## src/rtl/mem_port_arbiter_pkg.sv

```systemverilog
// mem_port_arbiter_pkg: shared encodings for the memory port arbiter
package mem_port_arbiter_pkg;
    typedef enum logic [1:0] {
        ST_IDLE = 2'd0,
        ST_ADDR = 2'd1,
        ST_WAIT = 2'd2
    } state_t;
    typedef enum logic [1:0] {
        OWN_NONE = 2'd0,
        OWN_INST = 2'd1,
        OWN_DATA = 2'd2
    } owner_t;
    localparam logic [1:0] SIZE_B = 2'd0;
    localparam logic [1:0] SIZE_H = 2'd1;
    localparam logic [1:0] SIZE_W = 2'd2;
endpackage

```

## src/rtl/mem_arb_pick.sv

```systemverilog
// mem_arb_pick: combinational grant selection, data first unless fetch is starved
module mem_arb_pick #(
    parameter int STARVE_LIMIT = 4
) (
    input  logic       inst_req,
    input  logic       data_req,
    input  logic [3:0] starve_cnt,
    output logic       grant_inst,
    output logic       grant_data
);
    localparam logic [3:0] LIMIT = 4'(STARVE_LIMIT);
    // data wins by default; a starved fetch takes the port instead
    always_comb begin
        grant_data = data_req && !(inst_req && starve_cnt == LIMIT);
        grant_inst = inst_req && !grant_data;
    end
endmodule

```

## src/rtl/mem_port_arbiter.sv

```systemverilog
// mem_port_arbiter: shares one SRAM-like bus port between fetch and data requesters
module mem_port_arbiter
    import mem_port_arbiter_pkg::*;
#(
    parameter int STARVE_LIMIT = 4
) (
    input  logic        clk,
    input  logic        resetn,
    input  logic        inst_req,
    input  logic [31:0] inst_addr,
    output logic        inst_addr_ok,
    output logic        inst_data_ok,
    output logic [31:0] inst_rdata,
    input  logic        data_req,
    input  logic        data_wr,
    input  logic [1:0]  data_size,
    input  logic [31:0] data_addr,
    input  logic [3:0]  data_wstrb,
    input  logic [31:0] data_wdata,
    output logic        data_addr_ok,
    output logic        data_data_ok,
    output logic [31:0] data_rdata,
    output logic        bus_req,
    output logic        bus_wr,
    output logic [1:0]  bus_size,
    output logic [31:0] bus_addr,
    output logic [3:0]  bus_wstrb,
    output logic [31:0] bus_wdata,
    input  logic        bus_addr_ok,
    input  logic        bus_data_ok,
    input  logic [31:0] bus_rdata,
    output logic        busy
);
    localparam logic [3:0] LIMIT = 4'(STARVE_LIMIT);

    state_t     state, state_nx;
    owner_t     owner;
    logic [3:0] starve_cnt;
    logic       grant_inst, grant_data, done;

    mem_arb_pick #(.STARVE_LIMIT(STARVE_LIMIT)) u_pick (
        .inst_req   (inst_req),
        .data_req   (data_req),
        .starve_cnt (starve_cnt),
        .grant_inst (grant_inst),
        .grant_data (grant_data)
    );

    // accepts only in IDLE (and never during reset); the response goes to the owner alone
    always_comb begin
        inst_addr_ok = resetn && state == ST_IDLE && grant_inst;
        data_addr_ok = resetn && state == ST_IDLE && grant_data;
        done         = (state == ST_ADDR && bus_addr_ok && bus_data_ok) || (state == ST_WAIT && bus_data_ok);
        inst_data_ok = done && owner == OWN_INST;
        data_data_ok = done && owner == OWN_DATA;
        inst_rdata   = inst_data_ok ? bus_rdata : 32'd0;
        data_rdata   = data_data_ok ? bus_rdata : 32'd0;
        bus_req      = state == ST_ADDR;
        busy         = state != ST_IDLE;
    end

    // next state: accept -> address phase -> optional wait for response
    always_comb begin
        state_nx = ST_IDLE;
        case (state)
            ST_IDLE: state_nx = (inst_addr_ok || data_addr_ok) ? ST_ADDR : ST_IDLE;
            ST_ADDR: state_nx = bus_addr_ok ? (bus_data_ok ? ST_IDLE : ST_WAIT) : ST_ADDR;
            ST_WAIT: state_nx = bus_data_ok ? ST_IDLE : ST_WAIT;
            default: state_nx = ST_IDLE;
        endcase
    end

    // state register
    always_ff @(posedge clk or negedge resetn) begin
        if (!resetn) state <= ST_IDLE;
        else         state <= state_nx;
    end

    // latch the winning request, track ownership and fetch starvation
    always_ff @(posedge clk or negedge resetn) begin
        if (!resetn) begin
            owner      <= OWN_NONE;
            starve_cnt <= 4'd0;
            bus_wr     <= 1'b0;
            bus_size   <= 2'd0;
            bus_addr   <= 32'd0;
            bus_wstrb  <= 4'd0;
            bus_wdata  <= 32'd0;
        end else if (data_addr_ok) begin
            owner      <= OWN_DATA;
            starve_cnt <= inst_req ? ((starve_cnt == LIMIT) ? LIMIT : starve_cnt + 4'd1) : 4'd0;
            bus_wr     <= data_wr;
            bus_size   <= data_size;
            bus_addr   <= data_addr;
            bus_wstrb  <= data_wstrb;
            bus_wdata  <= data_wdata;
        end else if (inst_addr_ok) begin
            owner      <= OWN_INST;
            starve_cnt <= 4'd0;
            bus_wr     <= 1'b0;
            bus_size   <= SIZE_W;
            bus_addr   <= inst_addr;
            bus_wstrb  <= 4'd0;
            bus_wdata  <= 32'd0;
        end else if (done) begin
            owner      <= OWN_NONE;
        end
    end
endmodule

```

## config.mk

```make
export PLATFORM = sky130hd
export DESIGN_NAME = mem_port_arbiter
export DESIGN_NICKNAME = d
export VERILOG_FILES = /design/src/rtl/mem_port_arbiter_pkg.sv /design/src/rtl/mem_arb_pick.sv /design/src/rtl/mem_port_arbiter.sv
export SDC_FILE = /design/constraint.sdc
export NUM_CORES = 1
export LEC_CHECK = 0
export BUFFER_PORTS_ARGS = -buffer_cell sky130_fd_sc_hd__buf_2
export CAP_MARGIN = 20
export CORE_AREA = 2 2 109 111
export DETAILED_ROUTE_END_ITERATION = 12
export DIE_AREA = 0 0 111 113
export PLACE_DENSITY = 0.72
export RECOVER_POWER = 25
export SLEW_MARGIN = 25
export SYNTH_ARGS = -nofsm -noshare
export SYNTH_HDL_FRONTEND = slang
export SYNTH_SLANG_ARGS = --single-unit
```

## constraint.sdc

```tcl
create_clock -name clk -period 4.7 [get_ports clk]
set_input_delay 0.705 -clock clk [delete_from_list [all_inputs] [get_ports clk]]
set_output_delay 0.705 -clock clk [all_outputs]
set_load 0.01 [all_outputs]
```

### Word-level counts from Yosys, hierarchy flattened

Index checks and enable logic that the tools add are counted.

* register bits after elaboration: 79
* bits of input ports: 141
* output and inout port bits: 141
* word-level logic and storage cells: 55

* $add $sub $neg: 1
* equal/unequal tests: 5
* multiplexer cells: 22
* reductions and logical operators: 19

Operators with widths (number)
* 2-to-1 mux 32 bit: 6
* 2-to-1 mux 4 bit: 5
* 2-to-1 mux 2 bit: 7
* logical AND 1 bit: 11
* case mux 2 bit (3 select lines): 1
* adder 4 x 1 -> 4 bit (second input constant): 1
* equality test 2 x 1 -> 1 bit (second input constant): 2
* equality test 2 bit (second input constant): 2
* equality test 4 x 3 -> 1 bit (second input constant): 1
* nonzero test 2 bit: 2
* 2-to-1 mux 1 bit: 3
* nonzero test 3 bit: 1
* zero test 1 bit: 2
* zero test 2 bit: 1
* logical OR 1 bit: 2

### Logic depth before layout (Yosys ltp)

* depth in word-level cells: 10
* depth in mapped cells: 8
* mapped depth without buffers: 6

### Hierarchy

Synthesis repeated with hierarchy kept, for this count alone.

* cells, all modules: 315
* area total of the unflattened synthesis: 4212.8 µm²

Modules (own cells, without submodules)
* mem_port_arbiter: instances 1, cells an instance 311, area each 4172.8 µm², seq. area each 1976.9 µm²
* mem_arb_pick: instances 1, cells an instance 4, area each 40.0 µm², seq. area each 0.0 µm²

### Worst setup path before layout

OpenSTA, ideal clock, no wires.

* path kind: input to output
* from: in bus_data_ok
* to: out data_rdata[10]
* arrival: 1592 ps
* required time: 3995 ps
* setup slack: 2403 ps
* cell stages on the path: 4
* buffers on the path: 1
* cell sequence: inv_1 a2111oi_4 clkbuf_1 and2_1

* longest elaborated chain between the ends: 4
* elaborated cells on any way between the ends: 5
* those cells by class: 1 x mux; 4 x reduce/logical

Ends and longest elaborated chain
* start: declaration: line mem_port_arbiter.sv:30 `input logic bus_data_ok,`
* logical AND 1 bit: line mem_port_arbiter.sv:53 `done = (state == ST_ADDR && bus_addr_ok && bus_data_ok) || (state == ST_WAIT && bus_data_ok);`
* logical OR 1 bit *: line mem_port_arbiter.sv:53
* logical AND 1 bit *: line mem_port_arbiter.sv:55 `data_data_ok = done && owner == OWN_DATA;`
* 2-to-1 mux 32 bit *: line mem_port_arbiter.sv:57 `data_rdata = data_data_ok ? bus_rdata : 32'd0;`
* end: declaration: line mem_port_arbiter.sv:22 `output logic [31:0] data_rdata,`

Mark *: on every way between the ends. The rest lies on a longest branch, timed or not.

### Worst setup path in the final report

* from: reg starve_cnt[0]
* to: out data_addr_ok

* longest elaborated chain between the ends: 5

Ends and longest elaborated chain
* start: declaration: line mem_port_arbiter.sv:38 `logic [3:0] starve_cnt;`
* start signal: assignment: line mem_port_arbiter.sv:91 `starve_cnt <= inst_req ? ((starve_cnt == LIMIT) ? LIMIT : starve_cnt + 4'd1) : 4'd0;`
* equality test 4 x 3 -> 1 bit: line mem_arb_pick.sv:14 `grant_data = data_req && !(inst_req && starve_cnt == LIMIT);`
* logical AND 1 bit: line mem_arb_pick.sv:14
* zero test 1 bit: line mem_arb_pick.sv:14
* logical AND 1 bit: line mem_arb_pick.sv:14
* logical AND 1 bit: line mem_port_arbiter.sv:52 `data_addr_ok = resetn && state == ST_IDLE && grant_data;`
* end: declaration: line mem_port_arbiter.sv:20 `output logic data_addr_ok,`

No other way between the ends.

==> flow_summary.toml <==
[outcome]
status = "finished clean"

[clock_network]
cts_sinks = 79
clock_latency_ns = 0.33
ctsHoldBuffers = 0
cts_tree = "built"
htree_levels = 3
clkTransAtPathRegs_ns = 0.07
cts.path.max_buffers = 2
cts_buffers = 9
post_cts_buffers = 0
root_buffer = "clkbuf_16"
post_cts_resized = 0

[critical_path]
critPathMaxFanout = 39
worstPathCellList = "inv_1, ha_1, nand4b_1, buf_4, nand3_2, inv_2, buf_2"
cp_slowest_cell = "inv_2"
regToRegSetupSlack_ns = 2.32
start_kind = "register"
path_buf_inv = 4
crit_type = "register to primary output"
crit_family = "buffers and inverters"
cp_num_cells = 7
arrival_ns = 2.62
rr_worst_depth = 7
required_ns = 3.99
max_stage_delay_ns = 0.53
end_kind = "primary output"

[sta]
final-setup-viol-count = 0
setup_tns_ns = 0
skew_ns = 0.007213
hold_violations = 0
grt_setup_unrepaired = "false"
relSlewSlack_pct = 33.46
fin_crit_ns = 3.328
worstMarginPinSlew_ns = 0.9970
max_clock_freq_ghz = 0.3005
slew_viol_final = 0
finalCritPeriodShare_pct = 70.80

[floorplanning]
dieArea_sq_mm = 0.01254
fp.dieH_um = 113
num_io_pins = 282
rows = 39
initial_core_util_pct = 37.77
core_area_sq_mm = 0.01127
fp.dieW_um = 111

[logic_synthesis]
ys_async_sr_fraction_pct = 100.0
ys.warnings.count = 0
synth_nets = 544
synth-edff-count = 0
seq_area_frac_synth_pct = 46.43
ys_types = 40
syn_avg_cell_area_sq_um = 10.62
synth_ff_type = "dfrtp_1"
ys_seq_elements = 79
synthCells = 401
netlist_area_sq_mm = 0.004258

[run]
maxCapViolCount = 0

[grt]
track_usage_pct = 20.73
overflow = 0
antenna_found_initial = 1
grt_pass1_wl_um = 21220
grt_max_degree = 63
grt_pass1_vias = 4114

[pwr]
p_leak_nw = 3.033
power.total_mw = 2.593
peakVddDrop_mv = 0.2220
p_per_area_mw_per_mm2 = 430.3

[detailed_routing]
viasPerCell = 5.305
drc_errors = 0
via_count = 4281
ant_nets = 0
dr.pass1.iters = 4
routed_wl_um = 13650
wire_per_inst_um = 16.92
drt_iter0_markers = 230

[layout]
drive_above_1_share_pct = 51.89
multiInputGateArea_sq_mm = 0.002037
nets = 801
area_growth_syn_to_layout_pct = 41.52
seq_area_sq_mm = 0.001977
fillers = 1028

[place]
dpl.hpwl_um = 9961
place_congestion = 0.8463
portBuffers = 281

[min_path]
hold_class = "input pin to asynchronous set/reset pin"
cell type report:
class / count / share of cell area, %
multi-input cells: 269 / 33.80
flip-flops and latches: 79 / 32.81
repair buffers: 291 / 24.90
clock buffers: 9 / 3.738
well taps: 143 / 2.969
clock inverters: 7 / 1.246
inverters: 8 / 0.4983
diodes: 1 / 0.04153
worst paths after layout:
check	from	to
setup / recovery	starve_cnt[0]$_DFFE_PN0P_	data_addr_ok
hold / removal	resetn	state[1]$_DFF_PN0_
setup reg to reg	starve_cnt[0]$_DFFE_PN0P_	bus_wdata[28]$_DFFE_PN0P_
hold reg to reg	bus_size[1]$_DFFE_PN0P_	bus_size[1]$_DFFE_PN0P_
max in group asynchronous	resetn	bus_addr[0]$_DFFE_PN0P_
min in group clk	bus_size[1]$_DFFE_PN0P_	bus_size[1]$_DFFE_PN0P_
cell families (layout without fill, tap and decap cells):
logic type | after synthesis | in the layout | share of synthesized area (%)
compound gates | 118 | 118 | 25.57
fa+ha+maj | 2 | 2 | 0.5876
buf+inv | 53 | 315 | 5.760
flops | 79 | 79 | 46.43
mux | 1 | 1 | 0.2645
other cells | 0 | 1 | 0
simple gates | 148 | 148 | 21.39
layout by cell type, fill, tap and decap left out, drive strengths merged, types with 2 or more instances in the layout:
cell type,synthesis,layout
nand2b,4,4
a21oi,34,34
dfrtp,79,79
buf,21,291
nor4,29,29
nor3,29,29
nand2,3,3
or2,2,2
a211oi,6,6
clkbuf,24,9
nand3,2,2
o22ai,3,3
nor2,7,7
ha,2,2
a22o,38,38
a32o,2,2
and2,64,64
a2111oi,31,31
inv,8,13
where the power goes:
group | switching (mW) | internal (mW) | leakage [nW]
sequential | 0.137 | 0.897 | 0.958
combinational | 0.478 | 0.395 | 1.93
clock | 0.308 | 0.377 | 0.145
cell usage after synthesis, types with 6 or more instances:
cell type,n,area share [%]
a2111oi_2,26,9.2
nor2_1,7,0.62
buf_2,13,1.5
dfrtp_1,79,46
a22o_1,38,7.8
nor4_1,29,4.3
clkbuf_1,24,2.1
nor3_1,29,3.4
and2_1,64,9.4
a211oi_1,6,1.1
inv_1,7,0.62
a21oi_1,34,4.0
through the flow:
stage | hold slack [ns] | std cells | utilization (%) | setup slack (ns) | area, sq um
CTS | 0.2568 | 803 | 53.20 | 1.378 | 5997
floorplan | 0.4094 | 401 | - | 2.403 | 4258
global placement | 0.4785 | 787 | 50.54 | 1.461 | 5697
global route | 0.2772 | 807 | 53.46 | 1.189 | 6026
finish | 0.2673 | 807 | 53.46 | 1.372 | 6026
detailed placement | 0.4767 | 787 | 50.54 | 1.428 | 5697
worst register-to-register path: stages (launching register included):
cell and delay [ns]:
dfrtp_1 0.38, inv_1 0.08, ha_1 0.23, nand4b_1 0.12
buf_4 0.45, nand3_2 0.26, inv_2 0.53, a22o_1 0.27
routing by layer:
layer | global-route usage, % | vias to the layer above | wire, um
li1 | - | 2025 | -
met1 | 29.26 | 2052 | 6060
met2 | 33.13 | 186 | 6499
met3 | 3.642 | 18 | 900
met4 | 5.750 | 0 | 191
met5 | 0 | - | 0
flip-flops by register name, summed over array words and instances, names as in the netlist:
| register | flops |
|---|---|
| bus_addr | 32 |
| owner | 2 |
| starve_cnt | 4 |
| bus_size | 2 |
| state | 2 |
| bus_wr | 1 |
| bus_wdata | 32 |
| bus_wstrb | 4 |
Note: power is estimated with default switching activity, not from simulation.
